==> src/rtl/handshake_pipe_fifo_patting_pkg.sv <==
// Shared definitions for the handshake pipe FIFO.
//   HS_DATA_W : default payload width of the valid/ready link, shared with the patting slices
//   is_pow2() : elaboration-time helper used to validate the DEPTH parameter
package handshake_pipe_fifo_patting_pkg;

    localparam int HS_DATA_W = 32;

    // True for powers of two that are at least 2.
    function automatic bit is_pow2(input int v);
        return (v >= 2) && ((v & (v - 1)) == 0);
    endfunction

endpackage

==> src/rtl/handshake_pipe_fifo_patting.sv <==
// Synchronous FIFO stage on a valid/ready link with registered ready, valid and flags.
// It gives full timing isolation between the upstream and downstream sides.
// Ports:
//   clk, rst_n        clock (rising edge) and asynchronous active-low reset
//   clr               synchronous flush; takes priority over push/pop
//   s_valid/s_data    upstream word and its valid
//   s_ready           registered: the FIFO can accept a word
//   m_valid/m_data    registered head-valid; head word read from the flop array
//   m_ready           downstream accepts the head word
//   level             occupancy, 0..DEPTH
//   almost_full       registered: level >= AF_LEVEL
module handshake_pipe_fifo_patting
    import handshake_pipe_fifo_patting_pkg::*;
#(
    parameter int DATA_W   = HS_DATA_W,
    parameter int DEPTH    = 8,
    parameter int AF_LEVEL = 6
) (
    input  logic                       clk,
    input  logic                       rst_n,
    input  logic                       clr,
    input  logic                       s_valid,
    input  logic [DATA_W-1:0]          s_data,
    output logic                       s_ready,
    output logic                       m_valid,
    output logic [DATA_W-1:0]          m_data,
    input  logic                       m_ready,
    output logic [$clog2(DEPTH):0]     level,
    output logic                       almost_full
);

    localparam int PTR_W = $clog2(DEPTH);
    localparam int LVL_W = PTR_W + 1;

    generate
        if (!is_pow2(DEPTH)) begin : g_bad_depth
            $error("handshake_pipe_fifo_patting: DEPTH must be a power of two >= 2");
        end
        if ((AF_LEVEL < 1) || (AF_LEVEL > DEPTH)) begin : g_bad_af
            $error("handshake_pipe_fifo_patting: AF_LEVEL must lie in 1..DEPTH");
        end
    endgenerate

    logic [DATA_W-1:0] mem_q [DEPTH];
    logic [PTR_W-1:0]  wr_ptr_q, wr_ptr_d;
    logic [PTR_W-1:0]  rd_ptr_q, rd_ptr_d;
    logic [LVL_W-1:0]  level_q,  level_d;
    logic              s_ready_q;
    logic              m_valid_q;
    logic              almost_full_q;

    logic push;
    logic pop;

    // Handshakes only ever see the registered flags, so no input feeds an output combinationally.
    assign push = s_valid & s_ready_q;
    assign pop  = m_valid_q & m_ready;

    always_comb begin
        wr_ptr_d = wr_ptr_q;
        rd_ptr_d = rd_ptr_q;
        level_d  = level_q;
        if (clr) begin
            // A flush discards any handshake that happens in the same cycle.
            wr_ptr_d = '0;
            rd_ptr_d = '0;
            level_d  = '0;
        end else begin
            // Pointers are exactly PTR_W bits, so they wrap DEPTH-1 -> 0 on their own.
            wr_ptr_d = wr_ptr_q + PTR_W'(push);
            rd_ptr_d = rd_ptr_q + PTR_W'(pop);
            level_d  = level_q + LVL_W'(push) - LVL_W'(pop);
        end
    end

    // All flags come from the same level_d, so they can never disagree with each other.
    // With level_d forced to 0 on a flush, the flags settle to
    // s_ready=1, m_valid=0 and almost_full=0 (AF_LEVEL is at least 1).
    always_ff @(posedge clk or negedge rst_n) begin
        if (!rst_n) begin
            wr_ptr_q      <= '0;
            rd_ptr_q      <= '0;
            level_q       <= '0;
            s_ready_q     <= 1'b0;
            m_valid_q     <= 1'b0;
            almost_full_q <= 1'b0;
        end else begin
            wr_ptr_q      <= wr_ptr_d;
            rd_ptr_q      <= rd_ptr_d;
            level_q       <= level_d;
            s_ready_q     <= (level_d != LVL_W'(DEPTH));
            m_valid_q     <= (level_d != '0);
            almost_full_q <= (level_d >= LVL_W'(AF_LEVEL));
        end
    end

    // The storage array is intentionally left out of reset.
    always_ff @(posedge clk) begin
        if (push && !clr) begin
            mem_q[wr_ptr_q] <= s_data;
        end
    end

    assign m_data      = mem_q[rd_ptr_q];
    assign s_ready     = s_ready_q;
    assign m_valid     = m_valid_q;
    assign level       = level_q;
    assign almost_full = almost_full_q;

endmodule

==> config.mk <==
export PLATFORM = sky130hd
export DESIGN_NAME = handshake_pipe_fifo_patting
export DESIGN_NICKNAME = d
export VERILOG_FILES = /design/src/rtl/handshake_pipe_fifo_patting_pkg.sv /design/src/rtl/handshake_pipe_fifo_patting.sv
export SDC_FILE = /design/constraint.sdc
export NUM_CORES = 1
export LEC_CHECK = 0
export CORE_AREA = 2 2 149 151
export DETAILED_ROUTE_END_ITERATION = 10
export DIE_AREA = 0 0 151 153
export PLACE_DENSITY = 0.75
export SETUP_SLACK_MARGIN = 0.1
export SYNTH_ARGS = -nofsm -noshare
export SYNTH_HDL_FRONTEND = slang
export SYNTH_SLANG_ARGS = --single-unit
==> constraint.sdc <==
create_clock -name clk -period 3.8 [get_ports clk]
set_input_delay 0.95 -clock clk [delete_from_list [all_inputs] [get_ports clk]]
set_output_delay 0.95 -clock clk [all_outputs]
set_load 0.03 [all_outputs]
==> flow_metrics.env <==
export IMPL_fin_crit_ns=3.54
export IMPL_synth_distinct_cells=29
export IMPL_place_congestion=0.722
export IMPL_fillers=1528
export IMPL_cts_sinks=269
export IMPL_r2r_start="m_valid"
export IMPL_core_um2=21500
export IMPL_synth_area_leaders="edfxtp_1, mux4_1, mux2_2"
export IMPL_worst_pin_slew_ns=0.629
export IMPL_drive_gt1_frac=0.187
export IMPL_finalPower_uw=7330
export IMPL_rsz0062_at_grt="false"
export IMPL_clock_latency_ns=0.53
export IMPL_synth_edf_count=256
export IMPL_synthToLayoutAreaGrowth_pct=20.2
export IMPL_cp_required_ns=2.85
export IMPL_fin_util=0.588
export IMPL_ys_top_cells_by_count="edfxtp_1, mux4_1, mux2_2"
export IMPL_ys_ff_latch=269
export IMPL_post_place_ws_ns=0.427
export IMPL_maxSlewViolCount=0
export IMPL_ir_worst_vdd_uv=359
export IMPL_hold_path_class="reg -> reg"
export IMPL_finalHoldViolations=0
export IMPL_path_clk_slew_ns=0.06
export IMPL_gr_usage_all_layers=0.172
export IMPL_vias=4690
export IMPL_critical_path_arrival_ns=2.59
export IMPL_period_share=0.932
export IMPL_die_h_um=153
export IMPL_regArea_um2=8020
export IMPL_whs_path_depth=2
export IMPL_std_cell_rows=54
export IMPL_ys_flop_type="edfxtp_1"
export IMPL_grt_max_degree=66
export IMPL_cts_path_max_buffers=3
export IMPL_drc=0
export IMPL_root_buffer="clkbuf_16"
export IMPL_top_usage_layer="met2"
export IMPL_cpPeakStageDelay_ns=0.60
export IMPL_hp_start="wr_ptr_q[0]"
export IMPL_r2r_slack_ns=1.56
export IMPL_start_util=0.490
export IMPL_io_pins=76
export IMPL_worstPathCellList="mux4_1, mux2_2, clkdlybuf4s50_1"
export IMPL_met3_usage=0.0272
export IMPL_cap_violations=0
export IMPL_drt_total_wl_mm=19.2
export IMPL_antenna_found_initial=0
export IMPL_synthArstFlopShare=0.0483
export IMPL_synth_top_area_frac=0.731
export IMPL_ys_seq_area_frac=0.762
export IMPL_crit_path_end_kind="output pin"
export IMPL_setup_viol=0
export IMPL_dieArea_um2=23100
export IMPL_dpl_hpwl_mm=10.3
export IMPL_via_per_inst=5.60
export IMPL_tns_ns=0
export IMPL_first_iter_violations=283
export IMPL_cts_buffers=27
export IMPL_critical_path_top_delay_family="multiplexers"
export IMPL_placed_cell_area_um2=11800
export IMPL_diodes=0
export IMPL_syn_inst=438
export IMPL_synth_avg_cell_area_um2=24.0
export IMPL_syn_area_um2=10500
export IMPL_grt_pass1_wl_mm=29.5
export IMPL_nets=583
export IMPL_fmax_ghz=0.282
export IMPL_grt_pass1_vias=5019
export IMPL_cts_tree="yes"
export IMPL_slew_headroom=0.579
export IMPL_wire_per_inst_um=22.9
export IMPL_met1_usage=0.227
export IMPL_cts_max_level=1
export IMPL_drtPass1Iterations=4
export IMPL_fin_ws_ns=0.258
export IMPL_grt_met2_usage=0.295
export IMPL_syn_nets=484
export IMPL_multi_input_area_um2=2420
export IMPL_yosysWarnings=0
export IMPL_crit_type="reg -> out"
export IMPL_cts_hold_buf=0
export IMPL_critPathLaunchType="flip-flop"
export IMPL_yosysMostFrequentCell="edfxtp_1"
export IMPL_die_x_um=151
export IMPL_finalInstanceArea_um2=12600
export IMPL_hold_path_end="wr_ptr_q[0]"
export IMPL_synth_top_area_cell="edfxtp_1"
export IMPL_critPathSlowestCell="mux4_1"
export IMPL_fin_worst_skew_ns=0.00700
export IMPL_worstPathMaxFanout=11
export IMPL_ant_nets=0
export IMPL_cellPowerDensity_nw_per_um2=580
export IMPL_p_leak_uw=0.00420
export IMPL_grt_overflow=0
export IMPL_r2r_cells=8
export IMPL_cp_num_buf_inv=1
export IMPL_reg2reg_to="s_ready"
export IMPL_run_status="finished, final reports clean"
export IMPL_io_buffers=75
-- how the worst max path moves through the flow --
stage                           start  cells after the start  slack [ns]     endpoint
after floorplan               s_valid                      3        0.59  mem_q[4][0]
after global placement    rd_ptr_q[0]                      4        0.45   m_data[13]
after detailed placement  rd_ptr_q[0]                      4        0.43   m_data[17]
after CTS                 rd_ptr_q[0]                      4        0.03   m_data[20]
after global routing      rd_ptr_q[0]                      4        0.17   m_data[17]
final                     rd_ptr_q[0]                      3        0.26    m_data[9]
-- logic make-up (layout without fill, tap and decap cells) --
| group | after synthesis | after routing | share of synthesized area |
|---|---|---|---|
| muxes | 96 | 96 | 0.191 |
| xor gates and xnor gates | 4 | 4 | 0.00333 |
| adders and majority gates | 9 | 9 | 0.0114 |
| and+or+nand+nor | 29 | 29 | 0.0137 |
| DFF | 269 | 269 | 0.762 |
| buffers and inverters | 26 | 145 | 0.0145 |
| AOI/OAI and AO/OA | 5 | 5 | 0.00393 |
-- timing repair --
action	4_1_cts	5_1_grt
hold endpoints to repair	0	0
buffers inserted	1	0
setup endpoints to repair	27	4
resized for setup	26	4
pin swaps	0	0
-- cell usage in the layout (no fill, tap or decap), types with 3 or more instances in the layout --
| master | n |
|---|---|
| mux4_2 | 8 |
| ha_1 | 8 |
| mux4_1 | 56 |
| inv_1 | 7 |
| nor2_4 | 6 |
| nor2b_1 | 5 |
| dlygate4sd2_1 | 26 |
| mux2_2 | 32 |
| buf_12 | 12 |
| nand2_1 | 3 |
| clkinv_2 | 7 |
| clkbuf_1 | 9 |
| dlymetal6s2s_1 | 4 |
| clkdlybuf4s50_1 | 45 |
| dfrtp_1 | 10 |
| nor2_1 | 5 |
| edfxtp_1 | 256 |
| xnor2_1 | 3 |
| clkbuf_16 | 27 |
-- final cells by class --
type / count / area share
Multi-Input combinational cell: 143 / 0.191
Sequential cell: 269 / 0.634
Tap cell: 280 / 0.0277
Clock inverter: 11 / 0.00812
Inverter: 7 / 0.00208
Clock buffer: 38 / 0.0583
Timing Repair Buffer: 89 / 0.0781
-- flip-flops by register name (all words and copies together) (netlist names) --
register	count
m_valid	1
wr_ptr_q	3
s_ready	1
rd_ptr_q	3
mem_q	256
level	4
almost_full	1
-- worst min-delay path, delay by kind of cell, from the launching register on --
kind                       cells  cell delay [ns]
and+or+nand+nor                1             0.11
DFF                            1             0.36
adders and majority gates      1             0.14
-- report_power, final --
| group | internal, µW | switching [µW] | leakage (µW) |
|---|---|---|---|
| Sequential | 3360 | 58.8 | 0.00247 |
| Clock | 1480 | 1020 | 0.000417 |
| Combinational | 676 | 737 | 0.00131 |
-- per-layer routing --
metal,part of all wire,up-vias
met5,0,-
met4,0.024,0
met2,0.51,133
met3,0.050,32
met1,0.41,2441
li1,-,2084
-- per-stage QoR --
| stage | instances | hold slack, ns |
|---|---|---|
| floorplan | 438 | 0.580 |
| global placement | 787 | 0.623 |
| detailed placement | 787 | 0.646 |
| CTS | 837 | 0.662 |
| global route | 837 | 0.699 |
| finish | 837 | 0.654 |
Power figures use the tool's default switching activity.
